**config.mk**
```make
export PLATFORM = sky130hd
export DESIGN_NAME = cdda_refill_dma
export DESIGN_NICKNAME = d
export VERILOG_FILES = /design/src/rtl/cdda_pkg.sv /design/src/rtl/cdda_refill_dma.sv
export SDC_FILE = /design/constraint.sdc
export NUM_CORES = 1
export LEC_CHECK = 0
export CAP_MARGIN = 20
export CORE_MARGIN = 2
export CORE_UTILIZATION = 45
export CTS_BUF_LIST = sky130_fd_sc_hd__clkbuf_4
export CTS_CLUSTER_DIAMETER = 60
export DETAILED_ROUTE_END_ITERATION = 10
export PLACE_DENSITY = 0.85
export SYNTH_ARGS = -nofsm -noshare
export SYNTH_HDL_FRONTEND = slang
export SYNTH_SLANG_ARGS = --single-unit
export TNS_END_PERCENT = 10
```
**constraint.sdc**
```tcl
create_clock -name clk -period 1.87 [get_ports clk]
set_input_delay 0.2805 -clock clk [delete_from_list [all_inputs] [get_ports clk]]
set_output_delay 0.2805 -clock clk [all_outputs]
set_load 0.1 [all_outputs]
```
**src/rtl/cdda_pkg.sv**
```systemverilog
// cdda_pkg
// Shared definitions for the CDDA interface window: register offsets, the
// buffer-window select bit, per-byte slot encodings, the refill DMA state
// enum and a helper that builds a buffer byte address.
package cdda_pkg;

  // Register offsets inside the CDDA register window
  localparam logic [10:0] CDDA_REG_CTRL    = 11'h000;
  localparam logic [10:0] CDDA_REG_POS     = 11'h001;
  localparam logic [10:0] CDDA_REG_LVD     = 11'h002;
  localparam logic [10:0] CDDA_REG_SCRATCH = 11'h003;

  // Address bit that selects the sample buffer instead of the registers
  localparam int CDDA_BUF_SEL = 10;

  // Byte-select encodings within one stereo frame slot (bytes are swapped
  // within each 16-bit channel word)
  localparam logic [1:0] CDDA_LLO = 2'b01;
  localparam logic [1:0] CDDA_LHI = 2'b00;
  localparam logic [1:0] CDDA_RLO = 2'b11;
  localparam logic [1:0] CDDA_RHI = 2'b10;

  typedef enum logic [2:0] {
    ST_IDLE    = 3'd0,
    ST_RDPOS   = 3'd1,
    ST_WR0     = 3'd2,
    ST_WR1     = 3'd3,
    ST_WR2     = 3'd4,
    ST_WR3     = 3'd5,
    ST_PUBLISH = 3'd6,
    ST_WAIT    = 3'd7
  } cdda_state_e;

  // Buffer byte address for frame slot 'slot', byte select 'sel'
  function automatic logic [10:0] cdda_buf_addr(input logic [7:0] slot,
                                                input logic [1:0] sel);
    logic [10:0] a;
    a = {1'b0, slot, sel};
    a[CDDA_BUF_SEL] = 1'b1;
    return a;
  endfunction

endpackage

```
**src/rtl/cdda_refill_dma.sv**
```systemverilog
// cdda_refill_dma
// Bus master + arbiter that refills the CDDA sample ring buffer from a byte
// stream. The CPU always wins the single downstream bus; the DMA polls the
// play position, writes whole stereo frames into free slots and publishes
// each frame by writing the slot number to the last-valid register.
//
// Ports:
//   clk, rst_n             clock, asynchronous active-low reset
//   cpu_a/d_in/d_out       CPU SRAM-style bus (cs/oe/we strobes, wait = 0)
//   cdda_a/d_out/d_in      downstream bus to the CDDA window (cs/oe/we)
//   src_data/valid/ready   sample byte stream, L-lo, L-hi, R-lo, R-hi
//   enable                 DMA run request
//   resync                 pulse: rebase write pointer at next position poll
//   wr_pos                 next slot to fill
//   busy                   DMA state machine is active
module cdda_refill_dma
  import cdda_pkg::*;
#(
  parameter int POLL_INTERVAL = 16
) (
  input  logic        clk,
  input  logic        rst_n,
  input  logic [10:0] cpu_a,
  input  logic [7:0]  cpu_d_in,
  output logic [7:0]  cpu_d_out,
  input  logic        cpu_cs,
  input  logic        cpu_oe,
  input  logic        cpu_we,
  output logic        cpu_wait,
  output logic [10:0] cdda_a,
  output logic [7:0]  cdda_d_out,
  input  logic [7:0]  cdda_d_in,
  output logic        cdda_cs,
  output logic        cdda_oe,
  output logic        cdda_we,
  input  logic [7:0]  src_data,
  input  logic        src_valid,
  output logic        src_ready,
  input  logic        enable,
  input  logic        resync,
  output logic [7:0]  wr_pos,
  output logic        busy
);

  localparam logic [7:0] POLL_LAST = 8'(POLL_INTERVAL - 1);

  cdda_state_e state_r;
  logic [7:0]  wr_pos_r;
  logic [7:0]  poll_cnt_r;
  logic        resync_pend_r;
  logic        busy_r;

  logic        grant_s;
  logic        in_wr_s;
  logic        xfer_s;
  logic [7:0]  rebase_s;
  logic        dma_cs_s;
  logic        dma_oe_s;
  logic        dma_we_s;
  logic [10:0] dma_a_s;
  logic [7:0]  dma_d_s;

  // The DMA owns the bus only in cycles where the CPU is not selecting
  assign grant_s = ~cpu_cs;
  assign xfer_s  = src_valid & grant_s;

  // Downstream access the DMA wants to perform in its current state
  always_comb begin
    dma_cs_s = 1'b0;
    dma_oe_s = 1'b0;
    dma_we_s = 1'b0;
    dma_a_s  = 11'h000;
    dma_d_s  = 8'h00;
    in_wr_s  = 1'b0;
    case (state_r)
      ST_RDPOS: begin
        dma_cs_s = 1'b1;
        dma_oe_s = 1'b1;
        dma_a_s  = CDDA_REG_POS;
      end
      ST_WR0: begin
        in_wr_s  = 1'b1;
        dma_cs_s = src_valid;
        dma_we_s = src_valid;
        dma_a_s  = cdda_buf_addr(wr_pos_r, CDDA_LLO);
        dma_d_s  = src_data;
      end
      ST_WR1: begin
        in_wr_s  = 1'b1;
        dma_cs_s = src_valid;
        dma_we_s = src_valid;
        dma_a_s  = cdda_buf_addr(wr_pos_r, CDDA_LHI);
        dma_d_s  = src_data;
      end
      ST_WR2: begin
        in_wr_s  = 1'b1;
        dma_cs_s = src_valid;
        dma_we_s = src_valid;
        dma_a_s  = cdda_buf_addr(wr_pos_r, CDDA_RLO);
        dma_d_s  = src_data;
      end
      ST_WR3: begin
        in_wr_s  = 1'b1;
        dma_cs_s = src_valid;
        dma_we_s = src_valid;
        dma_a_s  = cdda_buf_addr(wr_pos_r, CDDA_RHI);
        dma_d_s  = src_data;
      end
      ST_PUBLISH: begin
        dma_cs_s = 1'b1;
        dma_we_s = 1'b1;
        dma_a_s  = CDDA_REG_LVD;
        dma_d_s  = wr_pos_r;
      end
      default: begin
        dma_cs_s = 1'b0;
      end
    endcase
  end

  // Bus arbiter: CPU passes straight through whenever it is selecting
  always_comb begin
    cpu_d_out = cdda_d_in;
    if (cpu_cs) begin
      cdda_cs    = 1'b1;
      cdda_oe    = cpu_oe;
      cdda_we    = cpu_we;
      cdda_a     = cpu_a;
      cdda_d_out = cpu_d_in;
    end else begin
      cdda_cs    = dma_cs_s;
      cdda_oe    = dma_oe_s;
      cdda_we    = dma_we_s;
      cdda_a     = dma_a_s;
      cdda_d_out = dma_d_s;
    end
  end

  // Write pointer after an optional resync rebase onto the polled position
  always_comb begin
    if (resync_pend_r) begin
      rebase_s = cdda_d_in + 8'd1;
    end else begin
      rebase_s = wr_pos_r;
    end
  end

  assign src_ready = in_wr_s & grant_s;
  assign cpu_wait  = 1'b0;
  assign wr_pos    = wr_pos_r;
  assign busy      = busy_r;

  // Refill state machine, write pointer, resync flag and poll counter
  always_ff @(posedge clk or negedge rst_n) begin
    if (!rst_n) begin
      state_r       <= ST_IDLE;
      wr_pos_r      <= 8'h01;
      poll_cnt_r    <= 8'h00;
      resync_pend_r <= 1'b0;
      busy_r        <= 1'b0;
    end else begin
      // A pulse arriving in the same cycle the flag is consumed stays pending
      resync_pend_r <= resync_pend_r | resync;
      case (state_r)
        ST_IDLE: begin
          poll_cnt_r <= 8'h00;
          if (enable) begin
            state_r <= ST_RDPOS;
            busy_r  <= 1'b1;
          end else begin
            state_r <= ST_IDLE;
            busy_r  <= 1'b0;
          end
        end
        ST_RDPOS: begin
          if (grant_s) begin
            wr_pos_r      <= rebase_s;
            resync_pend_r <= resync;
            // Full when the next slot is the one currently playing
            if ((rebase_s != cdda_d_in) && src_valid) begin
              state_r <= ST_WR0;
            end else begin
              state_r    <= ST_WAIT;
              poll_cnt_r <= 8'h00;
            end
          end else begin
            state_r <= ST_RDPOS;
          end
        end
        ST_WR0: begin
          if (xfer_s) begin
            state_r <= ST_WR1;
          end else begin
            state_r <= ST_WR0;
          end
        end
        ST_WR1: begin
          if (xfer_s) begin
            state_r <= ST_WR2;
          end else begin
            state_r <= ST_WR1;
          end
        end
        ST_WR2: begin
          if (xfer_s) begin
            state_r <= ST_WR3;
          end else begin
            state_r <= ST_WR2;
          end
        end
        ST_WR3: begin
          if (xfer_s) begin
            state_r <= ST_PUBLISH;
          end else begin
            state_r <= ST_WR3;
          end
        end
        ST_PUBLISH: begin
          if (grant_s) begin
            wr_pos_r <= wr_pos_r + 8'd1;
            if (enable) begin
              state_r <= ST_RDPOS;
            end else begin
              state_r <= ST_IDLE;
              busy_r  <= 1'b0;
            end
          end else begin
            state_r <= ST_PUBLISH;
          end
        end
        ST_WAIT: begin
          if (!enable) begin
            state_r    <= ST_IDLE;
            busy_r     <= 1'b0;
            poll_cnt_r <= 8'h00;
          end else if (poll_cnt_r == POLL_LAST) begin
            state_r    <= ST_RDPOS;
            poll_cnt_r <= 8'h00;
          end else begin
            state_r    <= ST_WAIT;
            poll_cnt_r <= poll_cnt_r + 8'd1;
          end
        end
        default: begin
          state_r <= ST_IDLE;
          busy_r  <= 1'b0;
        end
      endcase
    end
  end

endmodule

```
# ---- After elaboration in Yosys (flattened, before gate mapping)
# Index checks and enable logic that the tools add are counted.
dict set report word_totals {
  ff_bits 21
  input_bits 43
  elab_cells 71
}
dict set report classes {
  addsub 3
  eq_ne 12
  muxes 37
  bitwise_logic 4
  reduce_logical 10
}
# cell n
set ops {}
lappend ops {{$pmux 11 s6} 1}
lappend ops {{$mux 8} 8}
lappend ops {{$pmux 8 s2} 2}
lappend ops {{$add 8x1->8 const B} 3}
lappend ops {{$pmux 3 s8} 1}
lappend ops {{$pmux 8 s3} 1}
lappend ops {{$mux 3} 6}
lappend ops {{$mux 1} 13}
lappend ops {{$eq 3x3->1 const B} 4}
lappend ops {{$mux 11} 1}
lappend ops {{$eq 8x4->1 const B} 1}
lappend ops {{$ne 8x8->1} 1}
lappend ops {{$eq 3x2->1 const B} 2}
lappend ops {{$ne 2x2->1 const B} 3}
lappend ops {{$reduce_and 3->1} 2}
lappend ops {{$reduce_bool 3->1} 2}
lappend ops {{$pmux 1 s2} 2}
lappend ops {{$reduce_or 4->1} 1}
lappend ops {{$eq 3x1->1 const B} 1}
lappend ops {{$logic_not 3->1} 1}
lappend ops {{$pmux 1 s3} 1}
lappend ops {{$and 1x1->1} 2}
lappend ops {{$mux 2} 1}
lappend ops {{$reduce_and 2->1} 1}
lappend ops {{other kinds (5)} 5}

# ---- Depth between registers and ports, before layout
# Gate-level depths: netlist (run 1).
dict set report depth {
  word_depth 7
  ltp_mapped 6
  ltp_nobuf 5
}

# ---- Worst setup path after synthesis (run 1)
# OpenSTA, ideal clock, no wires.
dict set report synth_path {
  kind {register -> output}
  from {register state_r[1]}
  to {output port cdda_cs}
  arrival_time_ns 4.280
  required_time_ns 1.590
  slack_ns -2.691
  stages_incl_launch_ff 5
  path_cell_list {dfrtp_1 buf_2 buf_2 nor2_1 o311ai_0}
}
dict set report synth_via {
  elab_chain_len 4
}
# item line
set synth_rtl {}
lappend synth_rtl {{start: declaration} cdda_refill_dma.sv:47} ;# cdda_state_e state_r;
lappend synth_rtl {{start signal: assignment} cdda_refill_dma.sv:156} ;# state_r <= ST_IDLE;
lappend synth_rtl {{start signal: assignment} cdda_refill_dma.sv:168} ;# state_r <= ST_RDPOS;
lappend synth_rtl {{start signal: assignment} cdda_refill_dma.sv:171} ;# state_r <= ST_IDLE;
lappend synth_rtl {{$eq 3x3->1 (tied with other cells)} cdda_refill_dma.sv:75} ;# case (state_r)
lappend synth_rtl {{$reduce_or 4->1 (no source line) / $reduce_or 2->1 (equally long branches)} --}
lappend synth_rtl {{$pmux 1 s2 *} cdda_refill_dma.sv:75}
lappend synth_rtl {{$mux 1 *} cdda_refill_dma.sv:124} ;# if (cpu_cs) begin
lappend synth_rtl {{end: declaration} cdda_refill_dma.sv:33} ;# output logic cdda_cs,
# Mark *: on every way between the ends. The rest lies on a longest branch, timed or not.

# ---- Worst setup path in the final report (run 1)
dict set report layout_path {
  from {register state_r[2]}
  to {output port cdda_d_out[4]}
}
dict set report layout_via {
  elab_chain_len 4
}
# item line
set layout_rtl {}
lappend layout_rtl {{$eq 3x3->1 / $eq 3x2->1 (equally long branches)} cdda_refill_dma.sv:75}
lappend layout_rtl {{$reduce_or 4->1 (no source line)} --}
lappend layout_rtl {{$pmux 8 s2 *} cdda_refill_dma.sv:75}
lappend layout_rtl {{$mux 8 *} cdda_refill_dma.sv:124}
lappend layout_rtl {{end: declaration} cdda_refill_dma.sv:31} ;# output logic [7:0] cdda_d_out,
# Marked as above.

==> results of run 1 <==
==> state kept, by name, indices dropped and copies added (netlist names) <==
name           flops
busy               1
resync_pend_r      1
poll_cnt_r         8
wr_pos             8
state_r            3
==> final timing paths <==
| check | startpoint | slack, ns | endpoint | cells after the start |
|---|---|---|---|---|
| max in group asynchronous | rst_n | 1.28 | wr_pos[0] | 2 |
| setup / recovery | state_r[2] | -0.12 | cdda_d_out[4] | 6 |
| setup reg to reg | state_r[1] | 0.08 | wr_pos[2] | 6 |
| min in group clk | resync | 0.53 | resync_pend_r | 2 |
| hold / removal | rst_n | 0.31 | wr_pos[7] | 2 |
| hold reg to reg | poll_cnt_r[2] | 0.56 | poll_cnt_r[2] | 1 |
==> Yosys cell counts (2+ instances only) <==
| library cell | n | share of area |
|---|---|---|
| nor4_1 | 3 | 0.0092 |
| buf_2 | 9 | 0.022 |
| dfrtp_1 | 20 | 0.24 |
| inv_1 | 5 | 0.0092 |
| nand2_1 | 48 | 0.088 |
| a221oi_1 | 2 | 0.0086 |
| xor2_1 | 10 | 0.043 |
| a21oi_1 | 12 | 0.029 |
| o21ai_0 | 36 | 0.088 |
| o22ai_1 | 4 | 0.012 |
| nand4_1 | 4 | 0.012 |
| o31a_1 | 3 | 0.013 |
| o21ai_1 | 2 | 0.0049 |
| and3_1 | 4 | 0.012 |
| nand3_1 | 10 | 0.024 |
| and2_1 | 2 | 0.0061 |
| a311oi_1 | 2 | 0.0086 |
| mux2i_1 | 2 | 0.0098 |
| nor2b_1 | 3 | 0.0092 |
| mux2_2 | 2 | 0.011 |
| buf_4 | 11 | 0.040 |
| nand2b_1 | 3 | 0.0092 |
| and4_1 | 4 | 0.017 |
| xnor2_1 | 4 | 0.017 |
| o211ai_1 | 2 | 0.0073 |
| clkbuf_1 | 8 | 0.015 |
| a22oi_1 | 9 | 0.033 |
| nor2_1 | 16 | 0.029 |
| nand3b_1 | 3 | 0.011 |
| a31oi_1 | 2 | 0.0061 |
| ha_1 | 3 | 0.018 |
| a21o_1 | 3 | 0.011 |
| nor3_1 | 3 | 0.0073 |
==> area by class of cell <==
type	count	area, um^2
sequential	21	537
multi-input combinational	223	1650
inverter	5	18.8
fill	197	594
timing repair buffer	112	1460
tap	52	65.1
clock buffer	4	30.0
==> layer usage <==
| metal | GRT usage | vias up |
|---|---|---|
| met1 | 0.383 | 1194 |
| met5 | 0 | - |
| met3 | 0.0366 | 25 |
| met2 | 0.562 | 171 |
| met4 | 0.119 | 0 |
| li1 | - | 1178 |
==> where the power goes <==
| group | switching [mW] | total, mW | internal, mW |
|---|---|---|---|
| clock network | 0.136 | 0.233 | 0.0975 |
| logic | 3.64 | 5.77 | 2.13 |
| registers | 0.345 | 0.969 | 0.624 |
==> timing repair <==
| item | CTS | global route |
|---|---|---|
| buffers inserted | 1 | 0 |
| pin swaps | 4 | 3 |
| setup endpoints to repair | 21 | 31 |
| gates resized for setup | 15 | 7 |
| gates cloned | 1 | 0 |
==> cell families (layout without fill, tap and decap cells) <==
group,count (synthesis),after routing,share of synthesized area
flops,21,21,0.258
buf+inv,33,121,0.0863
mux,4,4,0.0208
compound gates,88,88,0.271
simple gates,111,112,0.276
xor+xnor,15,15,0.0680
fa+ha+maj,3,3,0.0184
other cells,1,1,0.00184
==> stage by stage <==
step                      setup WS, ns  TNS [ns]  hold WS, ns
after floorplan                 -0.241     -2.75      -0.0151
after global routing            -0.210     -3.54        0.323
after detailed placement        -0.118    -0.611        0.520
final                           -0.120     -1.63        0.311
after CTS                       -0.122     -1.65        0.326
after global placement         -0.0334    -0.169        0.498
==> worst max-delay path: stages (launching register included) <==
cell     delay, ns
dfrtp_1       0.42
buf_4         0.17
xor2_4        0.15
buf_12        0.18
a22oi_2       0.11
o21ai_4       0.19
buf_12        0.19
==> flow_metrics.tcl, run 1 <==
set metrics [dict create \
    path_class "flip-flop to output pin" \
    postRouteAntennaNets 0 \
    highest_layer "met4" \
    dieWidth_um 71.4 \
    detailroute.wirelength.met3_um 642 \
    drv_slew 0 \
    powerDensity_nw_per_um2 1850 \
    io_pins 84 \
    cts_htree_levels 1 \
    leakagePower_nw 1.52 \
    total_power_mw 6.97 \
    cts_buffers 3 \
    grt_max_degree 43 \
    skew_ns 0.00497 \
    vias_per_cell 6.16 \
    period_needed_ns 1.99 \
    grtUsageTotal 0.313 \
    wl_met2_um 3980 \
    dp_cells 411 \
    dr.pass1.iters 5 \
    grt_pass1_wl_um 12900 \
    clk_latency_ns 0.30 \
    root_buffer "clkbuf_4" \
    area_growth_pct 84.0 \
    crit_arrival_ns 1.71 \
    gp_congestion 0.911 \
    port_buffers 82 \
    layout_commonest_cell "nand2_1" \
    wirelength_um 7780 \
    netlist_area_um2 2040 \
    vias 2568 \
    drive_gt1_frac 0.356 \
    numClockSinks 21 \
    wl_per_cell_um 18.7 \
    fin_crit_sh 1.06 \
    rsz0062_at_grt "true" \
    synthCells 276 \
    finish.utilization 0.864 \
    yosysWarnings 0 \
    rows 24 \
    place_area_um2 3640 \
    final_area_um2 3760 \
    syn_area_per_cell_um2 7.40 \
    yosysSeqAreaShare 0.258 \
    cts-hold-fix-buffers 0 \
    overflow 0 \
    netlist-cell-type-count 55 \
    hold_viol 0 \
    ys_ff_latch 21 \
    status "finished, violations left" \
    synthFlopType "dfrtp_1" \
    die-area_um2 5100 \
    synth_edf_count 0 \
    final-setup-viol-count 20 \
    cp_max_fo 19 \
    final_cells 417 \
    fin_ws_ns -0.120 \
    cts_tree "built" \
    cp-end-kind "output pin" \
    ir_drop_v 0.00102 \
    drt-met1-wl_um 2930 \
    cts_buffer_depth 2 \
    max_freq_mhz 502 \
    violations "setup timing" \
    drt_iter0_markers 180 \
    start_kind "flip-flop" \
    async_flop_share 1.00 \
    hold_path.class "input pin to asynchronous set/reset pin" \
    cap_viol_max_count 0 \
    grt_pass1_vias 2645 \
    core_um2 4350 \
    num-nets-final 412 \
    die_y_um 71.4 \
    antenna_found_initial 0 \
    final_cell_mix "nand2_1 (45), clkdlybuf4s50_1 (41), buf_12 (41)" \
    initial_core_util 0.469 \
    clkTransAtPathRegs_ns 0.12 \
    syn_nets 322 \
    n_antenna_cell 0 \
    route.detailed.drc 0 \
    crit_required_ns 1.59 \
    place_hpwl_um 5760 \
]
No activity file was read; power rests on OpenSTA's default activity.
==> run 2, diff against run 1 <==
Settings changed: CORE_MARGIN 2 to not set.
==> run 2 against run 1 <==
The run still ends with setup timing left. Power grew 3.6%. Register-to-register slack got worse by 0.18 ns. Routed wire length increased by 3.5%. Sequential cell count stayed put. Count of clock-buffer cells in the layout shrank 1. Design area up 1.8%. Critical path type unchanged.
==> flow_metrics.tcl, run 2 (synthesized netlist as in run 1, its figures left out) <==
set metrics [dict create \
    place_hpwl_um 5780 \
    vias 2669 \
    grt_pass1_vias 2462 \
    final_cells 423 \
    final_cell_mix "nand2_1 (45), clkdlybuf4s50_1 (41), buf_12 (41)" \
    crit_buf_inv 3 \
    hold_viol 0 \
    cp-end-kind "output pin" \
    cts_buffers 3 \
    n_antenna_cell 0 \
    relSlewSlack 0.582 \
    port_buffers 82 \
    route.detailed.drc 0 \
    die-area_um2 4810 \
    start_kind "flip-flop" \
    wl_per_cell_um 19.0 \
    place_ws_ns -0.179 \
    grt_max_degree 27 \
    skew_ns 0.00389 \
    postRouteAntennaNets 0 \
    clkTransAtPathRegs_ns 0.13 \
    drive_gt1_frac 0.364 \
    max_freq_mhz 478 \
    crit_required_ns 1.59 \
    crit_arrival_ns 1.81 \
    holdWs_ns 0.289 \
    finish.utilization 0.879 \
    multi_input_area_um2 1640 \
    num-nets-final 418 \
    overflow 0 \
    wirelength_um 8060 \
    initial_core_util 0.469 \
    grtUsageTotal 0.314 \
    period_needed_ns 2.09 \
    cts-hold-fix-buffers 0 \
    numClockSinks 21 \
    layout_commonest_cell "nand2_1" \
    cts_buffer_depth 2 \
    dr.pass1.iters 6 \
    io_pins 84 \
    rsz0062_at_grt "true" \
    critPathSlowestCell "dfrtp_1" \
    drv_slew 0 \
    area_growth_pct 87.3 \
    total_power_mw 7.22 \
    critPathMaxStageDelay_ns 0.45 \
    antenna_found_initial 0 \
    cts_tree "built" \
    rows 24 \
    clk_latency_ns 0.31 \
    max_slew.worst_pin.slew_ns 0.618 \
    fin_crit_sh 1.12 \
    root_buffer "clkbuf_4" \
    place_area_um2 3660 \
    leakagePower_nw 1.57 \
    violations "setup timing" \
    path_class "flip-flop to output pin" \
    die_y_um 69.4 \
    core_um2 4350 \
    vias_per_cell 6.31 \
    path_cells "buf_6, xor2_4, clkbuf_16, nand2_1, o21ai_4, buf_12" \
    dp_cells 414 \
    hold_path.class "input pin to asynchronous set/reset pin" \
    drt_iter0_markers 227 \
    seq_area_um2 537 \
    cp_max_fo 8 \
    crit_family "buffers and inverters" \
    fin_ws_ns -0.224 \
    status "finished, violations left" \
    ir_drop_v 0.00113 \
    cts_htree_levels 1 \
    fillers 188 \
    cap_viol_max_count 0 \
    final-setup-viol-count 36 \
    finalSetupTns_ns -4.66 \
    powerDensity_nw_per_um2 1890 \
    grt_pass1_wl_um 12300 \
    final_area_um2 3830 \
    dieWidth_um 69.4 \
    gp_congestion 0.845 \
]
-- run 2: changes by cell type in the layout (fill, tap and decap cells not counted), moves of 2 or more --
cell    before  now
nor2_4       0    2
buf_4       27   31
buf_6        2    4
nor2_2       2    0
-- run 2: power breakdown --
| part | switching, mW | total [mW] | internal, mW | leakage [nW] |
|---|---|---|---|---|
| Sequential | 0.339 | 0.963 | 0.624 | 0.252 |
| Clock | 0.154 | 0.234 | 0.0799 | 0.0177 |
| Combinational | 3.73 | 6.02 | 2.29 | 1.30 |
-- run 2: routing by layer --
metal  GRT usage  vias to the layer above  wire [um]
met5           0                        -          0
met4      0.0839                        0        335
met3      0.0247                       41        576
met2       0.552                      175       4070
met1       0.414                     1263       3070
li1            -                     1190          -
-- run 2: path summary, 6_finish.rpt --
check	start	to	slack, ns	cells past startpoint
setup / recovery	state_r[1]	cdda_a[5]	-0.22	6
hold reg to reg	poll_cnt_r[2]	poll_cnt_r[2]	0.54	1
min in group clk	resync	resync_pend_r	0.53	2
max in group asynchronous	rst_n	wr_pos[0]	1.30	2
setup reg to reg	state_r[1]	wr_pos[5]	-0.10	5
hold / removal	rst_n	state_r[1]	0.29	2
-- run 2: worst register-to-register path, delay by kind of cell (launching register included) --
family,cells,cell delay (ns)
compound gates,1,0.29
buf+inv,2,0.30
flops,1,0.45
simple gates,2,0.82
-- run 2: repair_timing --
item,in CTS,in global routing
endpoints found under the hold margin,0,0
buffers inserted,0,4
gates resized for setup,15,10
pin swaps,1,5
cloned,0,1
setup endpoints to repair,25,25
-- run 2: layout make-up --
class / count / area share
Clock inverter: 1 / 0.00131
Clock buffer: 3 / 0.00588
Tap cell: 52 / 0.0170
Timing Repair Buffer: 119 / 0.402
Sequential cell: 21 / 0.140
Inverter: 5 / 0.00490
Multi-Input combinational cell: 222 / 0.429
==> run 3, diff against run 2 <==
Settings changed: MAX_ROUTING_LAYER set to met4.
==> run 3 against run 2 <==
The run still ends with setup timing left. Clock skew up 0.0038 ns. Critical path type unchanged. Sequential share of layout area unchanged. Utilization unchanged. Sequential power about the same. Hold slack better by 0.0027 ns. Power about the same. Maximum frequency up 0.22%. Worst setup slack better by 0.0045 ns. Critical endpoint unchanged. Clock power about the same. Final cell count unchanged. Non-clock buffer count unchanged.
==> flow_metrics.tcl, run 3 (synthesized netlist as in run 1, its figures left out) <==
set metrics [dict create \
    drive_gt1_frac 0.364 \
    cts-hold-fix-buffers 0 \
    leakagePower_nw 1.57 \
    place_hpwl_um 5780 \
    core_um2 4350 \
    io_pins 84 \
    initial_core_util 0.469 \
    rows 24 \
    clk_latency_ns 0.31 \
    critPathMaxStageDelay_ns 0.45 \
    die-area_um2 4810 \
    hold_viol 0 \
    layout_commonest_cell "nand2_1" \
    final_area_um2 3830 \
    grt_pass1_vias 2472 \
    vias_per_cell 6.30 \
    cp-end-kind "output pin" \
    drt-met1-wl_um 3080 \
    num-nets-final 418 \
    cts_htree_levels 1 \
    skew_ns 0.00771 \
    final_cell_mix "nand2_1 (45), clkdlybuf4s50_1 (41), buf_12 (41)" \
    final-setup-viol-count 35 \
    n_antenna_cell 0 \
    cts_buffers 3 \
    r2r_slack_ns -0.10 \
    numClockSinks 21 \
    status "finished, violations left" \
    cts_buffer_depth 2 \
    wirelength_um 8070 \
    antenna_found_initial 0 \
    detailroute.wirelength.met3_um 556 \
    hold_path.class "input pin to asynchronous set/reset pin" \
    crit_required_ns 1.59 \
    wl_met2_um 4130 \
    clkTransAtPathRegs_ns 0.13 \
    gp_congestion 0.858 \
    critPathSlowestCell "dfrtp_1" \
    cp_max_fo 8 \
    fin_ws_ns -0.219 \
    r2r-start "state_r[1]" \
    finish.utilization 0.879 \
    postRouteAntennaNets 0 \
    route.detailed.drc 0 \
    max_slew.worst_pin.slew_ns 0.618 \
    path_cells "buf_6, xor2_4, clkbuf_16, nand2_1, o21ai_4, buf_12" \
    drv_slew 0 \
    area_growth_pct 87.3 \
    highest_layer "met4" \
    reg2reg_depth 5 \
    period_needed_ns 2.09 \
    finalSetupTns_ns -4.48 \
    port_buffers 82 \
    vias 2667 \
    start_kind "flip-flop" \
    powerDensity_nw_per_um2 1890 \
    cap_viol_max_count 0 \
    rsz0062_at_grt "true" \
    ir_drop_v 0.00113 \
    die_y_um 69.4 \
    violations "setup timing" \
    grt_pass1_wl_um 12300 \
    root_buffer "clkbuf_4" \
    relSlewSlack 0.582 \
    cts_tree "built" \
    dr.pass1.iters 5 \
    drt_iter0_markers 307 \
    fin_crit_sh 1.12 \
    crit_arrival_ns 1.81 \
    place_area_um2 3660 \
    grt_max_degree 27 \
    path_class "flip-flop to output pin" \
    max_freq_mhz 479 \
    dieWidth_um 69.4 \
    wl_per_cell_um 19.1 \
    overflow 0 \
    grtUsageTotal 0.322 \
    r2r-end "poll_cnt_r[7]" \
]
==> run 3: cell counts in the layout (fill, tap and decap cells not counted) <==
No cell type changed its count.
==> run 3: power breakdown <==
part / total [mW] / internal, mW / switching [mW]
Clock: 0.231 / 0.0798 / 0.151
Combinational: 6.02 / 2.29 / 3.73
Sequential: 0.963 / 0.624 / 0.339
==> run 3: how the worst max path moves through the flow <==
| stage | from | to | slack [ns] | cells past startpoint |
|---|---|---|---|---|
| 5_1_grt | state_r[1] | cdda_a[5] | -0.25 | 6 |
| 3_3_place_gp | cdda_d_in[7] | poll_cnt_r[7] | -0.04 | 5 |
| 2_1_floorplan | wr_pos[3] | cdda_d_out[3] | -0.24 | 2 |
| 6_report | state_r[1] | cdda_a[5] | -0.22 | 6 |
| 4_1_cts | state_r[1] | cdda_d_out[7] | -0.17 | 6 |
| 3_5_place_dp | cdda_d_in[7] | poll_cnt_r[7] | -0.18 | 5 |
==> run 3: worst max-delay path, delay by kind of cell, from the launching register on <==
family                 cells  cell delay, ns
XOR/XNOR                   1            0.24
AO/OA/AOI/OAI              1            0.17
AND/OR/NAND/NOR            1            0.09
flip-flops                 1            0.45
buffers and inverters      3            0.55
==> run 3: final cells by class <==
type | instances | area, um^2
repair buffers | 119 | 1540
well taps | 52 | 65.1
inverters | 5 | 18.8
clock inverters | 1 | 5.00
multi-input cells | 222 | 1640
clock buffers | 3 | 22.5
fillers | 188 | 527
flip-flops and latches | 21 | 537
==> run 3: metal layers <==
| metal | track usage | up-vias |
|---|---|---|
| li1 | - | 1184 |
| met1 | 0.408 | 1267 |
| met2 | 0.551 | 180 |
| met3 | 0.0247 | 36 |
| met4 | 0.0907 | 0 |
| met5 | - | - |
==> run 3: through the flow <==
| step | setup slack [ns] | std cells | hold WS, ns | power, mW |
|---|---|---|---|---|
| global placement | -0.0420 | 414 | 0.499 | 6.37 |
| finish | -0.219 | 423 | 0.292 | 7.22 |
| CTS | -0.172 | 418 | 0.305 | 6.85 |
| floorplan | -0.241 | 276 | -0.0151 | 4.56 |
| detailed placement | -0.179 | 414 | 0.512 | 6.50 |
| global route | -0.253 | 423 | 0.319 | 7.46 |
==> run 3: repair_timing <==
action                                  in CTS  in global routing
cloned                                       0                  1
endpoints found under the setup margin      25                 25
resized for setup                           15                 10
pin swaps                                    1                  5
setup buffers                                0                  4
